<file path="src/rtl/rv_types.sv">
// rv_types: shared scalar types, UART register offsets and FSM state encodings.
package rv_types;
    typedef logic [7:0]  u8_t;
    typedef logic [31:0] u32_t;
    typedef logic [3:0]  u4_t;
    localparam logic [2:0] SIO_DATA = 3'd0;
    localparam logic [2:0] SIO_STAT = 3'd1;
    localparam logic [2:0] SIO_CTRL = 3'd2;
    localparam logic [2:0] SIO_DIV  = 3'd3;
    typedef enum logic [1:0] {TX_IDLE, TX_START, TX_DATA, TX_STOP} tx_state_t;
    typedef enum logic [1:0] {RX_IDLE, RX_START, RX_DATA, RX_STOP} rx_state_t;
endpackage

</file>
<file path="src/rtl/rv_sio_rx.sv">
// rv_sio_rx: 8N1 receiver with rxd synchronizer, holding register and error flags.
module rv_sio_rx import rv_types::*; #(
    parameter int DIV_W = 16
) (
    input  logic             clk,
    input  logic             xreset,
    input  logic             rxd,
    input  logic             i_pop,
    input  logic             i_clr_err,
    input  logic [DIV_W-1:0] i_div,
    output u8_t              o_byte,
    output logic             o_full,
    output logic             o_overrun,
    output logic             o_frame_err
);
    localparam logic [DIV_W-1:0] ONE = 1;
    logic             r_s1, r_s2, r_prev;
    rx_state_t        r_st;
    logic [DIV_W-1:0] r_cnt;
    logic [2:0]       r_bit;
    u8_t              r_sh;
    always_ff @(posedge clk or negedge xreset) begin
        if (!xreset) begin
            r_s1        <= 1'b1;
            r_s2        <= 1'b1;
            r_prev      <= 1'b1;
            r_st        <= RX_IDLE;
            r_cnt       <= '0;
            r_bit       <= '0;
            r_sh        <= '0;
            o_byte      <= '0;
            o_full      <= 1'b0;
            o_overrun   <= 1'b0;
            o_frame_err <= 1'b0;
        end else begin
            r_s1   <= rxd;
            r_s2   <= r_s1;
            r_prev <= r_s2;
            r_cnt  <= r_cnt - ONE;
            if (i_pop) o_full <= 1'b0;
            if (i_clr_err) begin
                o_overrun   <= 1'b0;
                o_frame_err <= 1'b0;
            end
            case (r_st)
                RX_IDLE: if (r_prev && !r_s2) begin
                    r_st  <= RX_START;
                    r_cnt <= (i_div >> 1) - ONE;
                end
                RX_START: if (r_cnt == '0) begin
                    r_st  <= r_s2 ? RX_IDLE : RX_DATA;
                    r_cnt <= i_div - ONE;
                    r_bit <= '0;
                end
                RX_DATA: if (r_cnt == '0) begin
                    r_sh  <= {r_s2, r_sh[7:1]};
                    r_bit <= r_bit + 3'd1;
                    r_cnt <= i_div - ONE;
                    if (r_bit == 3'd7) r_st <= RX_STOP;
                end
                RX_STOP: if (r_cnt == '0) begin
                    // a load on the same edge as a pop leaves the byte pending without overrun
                    o_byte <= r_sh;
                    o_full <= 1'b1;
                    if (o_full && !i_pop) o_overrun <= 1'b1;
                    if (!r_s2) o_frame_err <= 1'b1;
                    r_st <= RX_IDLE;
                end
                default: r_st <= RX_IDLE;
            endcase
        end
    end
endmodule

</file>
<file path="src/rtl/rv_sio_uart.sv">
// rv_sio_uart: memory-mapped 8N1 UART with TX holding register, registered read data
// and level interrupt; receive path lives in rv_sio_rx.
module rv_sio_uart import rv_types::*; #(
    parameter int               DIV_W       = 16,
    parameter logic [DIV_W-1:0] DIV_DEFAULT = 16'd868
) (
    input  logic       clk,
    input  logic       xreset,
    input  logic [4:0] adr,
    input  logic       cs,
    input  logic       rdy,
    input  u4_t        we,
    input  logic       re,
    output logic       irq,
    input  u32_t       dw,
    output u32_t       dr,
    output logic       txd,
    input  logic       rxd,
    input  logic       dsr,
    output logic       dtr,
    output logic       txen
);
    localparam logic [DIV_W-1:0] ONE = 1;
    localparam logic [DIV_W-1:0] TWO = 2;
    logic [2:0]       w_reg;
    logic             w_wr, w_rd, w_pop, w_clr, w_load, w_tx_idle, w_unused;
    logic [DIV_W-1:0] w_div;
    u32_t             w_rdata;
    u8_t              w_rx_byte;
    logic             w_rx_full, w_overrun, w_frame_err;
    logic [2:0]       r_ctrl;
    logic [DIV_W-1:0] r_div, r_tx_cnt;
    u8_t              r_thr, r_tx_sh;
    logic             r_tx_empty, r_txd, r_txen;
    logic [2:0]       r_tx_bit;
    tx_state_t        r_tx_st;
    u32_t             r_dr;
    assign w_reg     = adr[4:2];
    assign w_wr      = cs & rdy & we[0];
    assign w_rd      = cs & rdy & re;
    assign w_pop     = w_rd && w_reg == SIO_DATA;
    assign w_clr     = w_wr && w_reg == SIO_CTRL && dw[3];
    assign w_div     = (r_div < TWO) ? TWO : r_div;
    assign w_tx_idle = r_tx_st == TX_IDLE;
    // the shifter takes the holding register when idle or exactly at the end of a stop bit
    assign w_load    = !r_tx_empty && (w_tx_idle || (r_tx_st == TX_STOP && r_tx_cnt == '0));
    assign w_unused  = ^{adr[1:0], we[3:2], dw[31:DIV_W]};
    always_comb begin
        w_rdata = (w_reg == SIO_DATA) ? {24'b0, w_rx_byte} :
                  (w_reg == SIO_STAT) ? {26'b0, dsr, w_frame_err, w_overrun, w_tx_idle, r_tx_empty, w_rx_full} :
                  (w_reg == SIO_CTRL) ? {29'b0, r_ctrl} :
                  (w_reg == SIO_DIV)  ? u32_t'(r_div) : '0;
    end
    rv_sio_rx #(.DIV_W(DIV_W)) u_rx (
        .clk(clk), .xreset(xreset), .rxd(rxd), .i_pop(w_pop), .i_clr_err(w_clr), .i_div(w_div),
        .o_byte(w_rx_byte), .o_full(w_rx_full), .o_overrun(w_overrun), .o_frame_err(w_frame_err)
    );
    always_ff @(posedge clk or negedge xreset) begin
        if (!xreset) begin
            r_ctrl     <= '0;
            r_div      <= DIV_DEFAULT;
            r_thr      <= '0;
            r_tx_empty <= 1'b1;
            r_dr       <= '0;
            r_tx_st    <= TX_IDLE;
            r_tx_cnt   <= '0;
            r_tx_bit   <= '0;
            r_tx_sh    <= '0;
            r_txd      <= 1'b1;
            r_txen     <= 1'b0;
        end else begin
            if (w_wr && w_reg == SIO_CTRL) r_ctrl <= dw[2:0];
            if (w_wr && w_reg == SIO_DIV) r_div[7:0] <= dw[7:0];
            if (cs && rdy && we[1] && w_reg == SIO_DIV) r_div[DIV_W-1:8] <= dw[DIV_W-1:8];
            if (w_wr && w_reg == SIO_DATA && r_tx_empty) begin
                r_thr      <= dw[7:0];
                r_tx_empty <= 1'b0;
            end
            if (w_rd) r_dr <= w_rdata;
            r_tx_cnt <= r_tx_cnt - ONE;
            if (w_load) begin
                r_tx_st    <= TX_START;
                r_tx_sh    <= r_thr;
                r_tx_empty <= 1'b1;
                r_txd      <= 1'b0;
                r_txen     <= 1'b1;
                r_tx_cnt   <= w_div - ONE;
            end else if (r_tx_cnt == '0) begin
                case (r_tx_st)
                    TX_START: begin
                        r_tx_st  <= TX_DATA;
                        r_txd    <= r_tx_sh[0];
                        r_tx_sh  <= r_tx_sh >> 1;
                        r_tx_bit <= '0;
                        r_tx_cnt <= w_div - ONE;
                    end
                    TX_DATA: begin
                        r_tx_cnt <= w_div - ONE;
                        r_tx_st  <= (r_tx_bit == 3'd7) ? TX_STOP : TX_DATA;
                        r_txd    <= (r_tx_bit == 3'd7) ? 1'b1 : r_tx_sh[0];
                        r_tx_sh  <= r_tx_sh >> 1;
                        r_tx_bit <= r_tx_bit + 3'd1;
                    end
                    TX_STOP: begin
                        r_tx_st <= TX_IDLE;
                        r_txen  <= 1'b0;
                    end
                    default: r_tx_st <= TX_IDLE;
                endcase
            end
        end
    end
    assign irq  = (r_ctrl[0] & w_rx_full) | (r_ctrl[1] & r_tx_empty);
    assign dtr  = r_ctrl[2];
    assign txd  = r_txd;
    assign txen = r_txen;
    assign dr   = r_dr;
endmodule

</file>
<file path="config.mk">
export PLATFORM = sky130hd
export DESIGN_NAME = rv_sio_uart
export DESIGN_NICKNAME = d
export VERILOG_FILES = /design/src/rtl/rv_types.sv /design/src/rtl/rv_sio_rx.sv /design/src/rtl/rv_sio_uart.sv
export SDC_FILE = /design/constraint.sdc
export NUM_CORES = 1
export LEC_CHECK = 0
export CAP_MARGIN = 5
export CORE_UTILIZATION = 56
export CTS_CLUSTER_SIZE = 24
export DETAILED_ROUTE_END_ITERATION = 8
export PLACE_DENSITY = 0.81
export SKIP_LAST_GASP = 1
export SYNTH_ARGS = -nofsm -noshare
export SYNTH_HDL_FRONTEND = slang
export SYNTH_SLANG_ARGS = --single-unit
</file>
<file path="constraint.sdc">
create_clock -name clk -period 4.2 [get_ports clk]
set_input_delay 0.84 -clock clk [delete_from_list [all_inputs] [get_ports clk]]
set_output_delay 0.84 -clock clk [all_outputs]
set_load 0.02 [all_outputs]
</file>
After elaboration in Yosys (flattened, before gate mapping) --
Index checks and enable logic that the tools add are counted.
Word-level totals: register bits after elaboration 134, bits of input ports 48, output and inout port bits 36, logic and storage cells 141
Cells by class: add/sub/neg operators 6, $lt $le $gt $ge 1, equal/unequal tests 16, mux-type cells 49, bitwise gates (word level) 7, reductions and logical operators 39
Operators with widths (count):
- 2-to-1 mux 16 bit | 10
- subtractor 16 x 1 -> 16 bit, second input constant | 3
- zero test 16 bit | 2
- one-hot mux 16 bit (2 select lines) | 1
- 2-to-1 mux 8 bit | 3
- 2-to-1 mux 1 bit | 20
- less-than comparator 16 x 2 -> 1 bit, second input constant | 1
- 2-to-1 mux 2 bit | 8
- subtractor 15 x 1 -> 16 bit, second input constant | 1
- logical AND 1 bit | 13
- one-hot mux 3 bit (2 select lines) | 2
- nonzero test 2 bit | 6
- != test 2 x 1 -> 1 bit, second input constant | 5
- AND reduction 2 bit | 5
- == test 2 bit, second input constant | 4
- one-hot mux 2 bit (4 select lines) | 1
- adder 3 x 1 -> 3 bit, second input constant | 2
- == test 3 x 2 -> 1 bit, second input constant | 2
- == test 3 bit, second input constant | 2
- 2-to-1 mux 3 bit | 2
- AND reduction 3 bit | 2
- bitwise AND 1 bit | 5
- AND reduction 5 bit | 1
- == test 2 x 1 -> 1 bit, second input constant | 2
- other kinds (11) | 15

Depth between registers and ports, before layout --
depth after elaboration 8, gate-level depth with buffers 9, gate-level depth less buffers 8

By module --
From an unflattened synthesis, not the netlist that was laid out.
Second synthesis, totals: cells, all modules 629, area total of the unflattened synthesis 6621.4 um^2
By module, submodules not included:
- rv_sio_uart | instances 1, cells an instance 371, area each 3986.3 um^2, seq. area each 1885.6 um^2
- rv_sio_rx | instances 1, cells an instance 258, area each 2635.0 um^2, seq. area each 1079.8 um^2

Worst setup path before layout --
Ideal clock, no wire load.
path kind register to register, start register r_div[8], end register u_rx.r_cnt[13], library setup time 0.134 ns, data arrival time 2.959 ns, data required time 4.066 ns, slack 1.107 ns, stages on the path, launching flop included 10, buffers on the path 1, period minus slack after synthesis 3.093 ns, path through dfstp_2 > clkbuf_1 > nor4_1 > a41oi_1 > ha_1 > nor4b_1 > nand3_1 > a2111oi_2 > xnor2_1 > o21ai_0
On the way: cells in the longest elaborated chain, start to end 5, elaborated cells on any way between the ends 7, those cells by class add/sub (2); order compare (1); mux (4)
RTL lines:
- start: declaration | RTL line rv_sio_uart.sv:32 | logic [DIV_W-1:0] r_div, r_tx_cnt;
- start signal: indexed assignment | RTL line rv_sio_uart.sv:74 | if (cs && rdy && we[1] && w_reg == SIO_DIV) r_div[DIV_W-1:8] <= dw[DIV_W-1:8];
- less-than comparator 16 x 2 -> 1 bit | RTL line rv_sio_uart.sv:43 | assign w_div = (r_div < TWO) ? TWO : r_div;
- 2-to-1 mux 16 bit (*) | RTL line rv_sio_uart.sv:43
- subtractor 16 x 1 -> 16 bit / subtractor 15 x 1 -> 16 bit (equally long branches) | RTL line rv_sio_rx.sv:52, rv_sio_rx.sv:58, rv_sio_rx.sv:48
- 2-to-1 mux 16 bit (on tied branches) | RTL line rv_sio_rx.sv:50, rv_sio_rx.sv:55, rv_sio_rx.sv:46
- one-hot mux 16 bit (2 select lines) (*) | RTL line rv_sio_rx.sv:45 | case (r_st)
- end signal: assignment | RTL line rv_sio_rx.sv:48 | r_cnt <= (i_div >> 1) - ONE;
- end signal: assignment | RTL line rv_sio_rx.sv:52 | r_cnt <= i_div - ONE;
- end signal: assignment | RTL line rv_sio_rx.sv:58 | r_cnt <= i_div - ONE;
- end: declaration | RTL line rv_sio_rx.sv:19 | logic [DIV_W-1:0] r_cnt;
Every way passes the cells marked *; elsewhere a longest branch is shown, timed or not. A chain may end at the register's enable or synchronous reset.

Final worst setup path --
start register r_tx_cnt[0], end register r_tx_sh[1]
On the way: cells in the longest elaborated chain, start to end 6, elaborated cells on any way between the ends 8, those cells by class mux (1); reduce/logical (7)
RTL lines:
- start: declaration | RTL line rv_sio_uart.sv:32
- start signal: assignment | RTL line rv_sio_uart.sv:80 | r_tx_cnt <= r_tx_cnt - ONE;
- start signal: assignment | RTL line rv_sio_uart.sv:87 | r_tx_cnt <= w_div - ONE;
- start signal: assignment | RTL line rv_sio_uart.sv:95 | r_tx_cnt <= w_div - ONE;
- zero test 16 bit (*) | RTL line rv_sio_uart.sv:46, rv_sio_uart.sv:88
- logical AND 1 bit | RTL line rv_sio_uart.sv:46 | assign w_load = !r_tx_empty && (w_tx_idle || (r_tx_st == TX_STOP && r_tx_cnt == '0));
- logical OR 1 bit | RTL line rv_sio_uart.sv:46
- logical AND 1 bit | RTL line rv_sio_uart.sv:46
- nonzero test 2 bit (no source line)
- AND reduction 2 bit (no source line)
- end signal: assignment | RTL line rv_sio_uart.sv:83 | r_tx_sh <= r_thr;
- end signal: assignment | RTL line rv_sio_uart.sv:93 | r_tx_sh <= r_tx_sh >> 1;
- end signal: assignment | RTL line rv_sio_uart.sv:101 | r_tx_sh <= r_tx_sh >> 1;
- end: declaration | RTL line rv_sio_uart.sv:33 | u8_t r_thr, r_tx_sh;
Marked as above.

==> flow_summary.ini <==
[setup_path]
crit_type = register to register
crit_path_start = r_tx_cnt[0]
worstPathRequired_ps = 4490
ff2ff_path_depth = 7
r2r_slack_ps = 620
worst_path_max_delay_cell = o21a_1
crit_path_end_kind = register
critPathLaunchType = register
r2r-end = r_tx_sh[1]
cpPeakStageDelay_ps = 680
path_cells = inv_1 -> ha_1 -> or4b_1 -> nor4_4 -> a21oi_1 -> o21a_1 -> a221o_1
worst-path-max-fanout = 21
timing.rr.start = r_tx_cnt[0]
cp.arrival_ps = 3870

[drt]
wirelength_um = 15600
ant_nets = 0
wl_per_cell_um = 20.3
wl_met1_um = 6390
maxUsedRoutingLayer = met4
vias_per_cell = 6.33
routed-wl-met2_um = 7850
dr_wl_met3_um = 916
drc = 0
num_vias = 4858
drtPass1Iterations = 5
drtIter0Drc = 403

[clocking]
insertion_delay_ps = 420
cts_num_sinks = 118
clk_pin_slew_worst_paths_ps = 50
cts.hold.buffers_added = 0
cts-root-buf = clkbuf_16
numCtsBuffers = 17
h-tree-depth = 4
cts_resized = 0
post-cts-setup-buffers = 0
cts_buffer_depth = 2
cts_tree = done

[status]
run_status = finished clean

[floorplan]
ios = 84
core_sq_mm = 0.0109
die_w_um = 108
initial_utilization_pct = 58.0
num_rows = 38
chipHeight_um = 108
fp.dieArea_sq_mm = 0.0118

[timing]
max_freq_ghz = 0.279
holdWs_ps = 356
layout_setup_ws_ps = 622
rsz0062_at_grt = false
maxSlewViolCount = 0
setup_viol = 0
max-slew-margin-rel_pct = 25.7
setup_tns_ps = 0
tightest_slew_ps = 1110
final_hold_viol_count = 0
finalCritPeriodShare_pct = 85.2
fin_skew_ps = 9.21
min_period_ps = 3580

[synthesis]
synth_largest_area_cell = dfrtp_1
syn-cell-area_sq_mm = 0.00634
synth.area.top_cells = dfrtp_1 43%, mux2_2 7.5%, xnor2_1 4.6%
yosysUniqueCellTypes = 65
yosys_most_used_dff = dfrtp_1
synth-warning-count = 0
synth.avg_cell_area_sq_um = 11.0
synth_edf_count = 0
synth_top_area_share_pct = 42.6
synth_cells = 575
ys_seq_elements = 118
async_flop_share_pct = 100
yosysSeqAreaShare_pct = 46.7

[finish]
finalNetCount = 681
nFillCells = 762
final_cells = 767
final_util_pct = 67.9
fin_area_sq_mm = 0.00743
drive_gt1_share_pct = 15.9
antennaDiodeCount = 0
area_delta_synth_final_pct = 17.1

[placement]
dpl_worst_slack_ps = 720
globalplace.congestion = 0.921
io_buffers = 47
placed_cells = 735
hpwl_um = 10400
post_dp_cell_area_sq_mm = 0.00682

[power]
power_frac_comb_pct = 29.8
switching_power_mw = 1.61
clkPwrFrac_pct = 32.4
pwr-share-seq_pct = 37.8
p_int_mw = 2.95
post-layout-total-power_mw = 4.56
power_density_mw_per_mm2 = 613
switching_share_pct = 35.4
p_leak_nw = 3.26
peakVddDrop_v = 0.000330

[grt]
grt_pass1_wl_um = 25300
gr-total-overflow = 0
grt_max_degree = 80
grt_use_total_pct = 28.5
first_global_vias = 4872
antenna_found_initial = 0

[min_path]
min_to = u_rx.r_s2
hp-class = register to register
min-delay-start = u_rx.r_s1
hold_path_depth = 0

[run]
max_cap_viol_count = 0
-- cell usage after synthesis (3+ instances only) --
master / number
dfrtp_1: 108
nand2_1: 48
mux2_2: 42
xnor2_1: 33
nor2_1: 26
clkbuf_1: 21
o21ai_0: 21
a22o_1: 19
ha_1: 19
mux2i_1: 19
buf_4: 17
nor3_1: 16
nand3_1: 15
inv_1: 12
xor2_1: 11
dfstp_2: 10
nor3b_1: 9
nor4_1: 9
a221o_1: 7
nand4_1: 7
a21oi_1: 5
buf_2: 5
o221ai_1: 5
or4_1: 5
a21boi_0: 4
a221oi_1: 4
a22oi_1: 4
and2_1: 4
and3_1: 4
and4_1: 4
nand3b_1: 4
nand4b_1: 4
o22a_1: 4
a211oi_1: 3
mux4_2: 3
nor4_4: 3
o22ai_1: 3
-- registers in the layout, summed over array words and instances, names as in the netlist, 2 cells and up, named ones only --
register     count
r_tx_st          2
u_rx.r_sh        8
r_thr            8
dr              16
u_rx.o_byte      8
r_tx_cnt        16
r_div           16
u_rx.r_cnt      16
r_tx_bit         3
r_ctrl           3
u_rx.r_bit       3
r_tx_sh          8
-- worst max-delay path, delay by kind of cell, from the launching register on --
family          cells  cell delay [ps]
compound gates      3             1630
simple gates        2             1070
flops               1              390
fa+ha+maj           1              270
buf+inv             1               80
-- final cells by class --
cell class | count | area, sq um | share of cell area (%)
timing repair buffer | 52 | 505 | 6.80
multi-input combinational | 413 | 3130 | 42.1
sequential | 118 | 2970 | 39.9
tap | 140 | 175 | 2.36
inverter | 12 | 45.0 | 0.606
clock inverter | 14 | 179 | 2.41
clock buffer | 18 | 429 | 5.78
-- metal layers --
metal / track usage (%) / up-vias
met2: 47.4 / 227
met5: 0 / -
met3: 5.42 / 44
met4: 11.3 / 0
met1: 36.6 / 2419
li1: - / 2168
-- cells in the final DEF (no fill, tap or decap), types with 10 or more instances in the layout --
cell type,count
clkbuf_16,17
nor3_1,16
nor2_1,26
o21ai_0,21
dfstp_2,10
xor2_1,11
a22o_1,19
ha_1,19
nand3_1,15
nand2_1,48
dfrtp_1,108
xnor2_1,33
mux2_2,42
conb_1,16
mux2i_1,19
clkdlybuf4s50_1,46
inv_1,12
-- kinds of logic after synthesis --
kind of cell	count (synthesis)	synth area share, %
adders and majority gates	19	3.75
DFF	118	46.7
and+or+nand+nor	172	15.3
muxes	64	11.5
AOI/OAI and AO/OA	98	11.7
buffers and inverters	59	4.83
other	1	0.0591
xor gates and xnor gates	44	6.07
-- power groups by stage --
stage	registers (mW)	logic, mW	clock network, mW
4_1_cts	1.71	1.35	1.49
3_5_place_dp	1.72	1.32	0
2_1_floorplan	1.61	1.04	0
6_report	1.72	1.36	1.48
3_3_place_gp	1.70	1.26	0
5_1_grt	1.75	1.47	1.54
-- worst max-delay path by stage --
| stage | cells past startpoint | slack (ps) | to |
|---|---|---|---|
| after floorplan | 9 | 1110 | u_rx.r_cnt[13] |
| after global placement | 7 | 840 | r_tx_sh[5] |
| after detailed placement | 7 | 720 | r_tx_sh[6] |
| after CTS | 7 | 660 | r_tx_sh[1] |
| after global routing | 7 | 430 | r_tx_sh[1] |
| final | 7 | 620 | r_tx_sh[1] |
(Power assumes the default switching activity.)
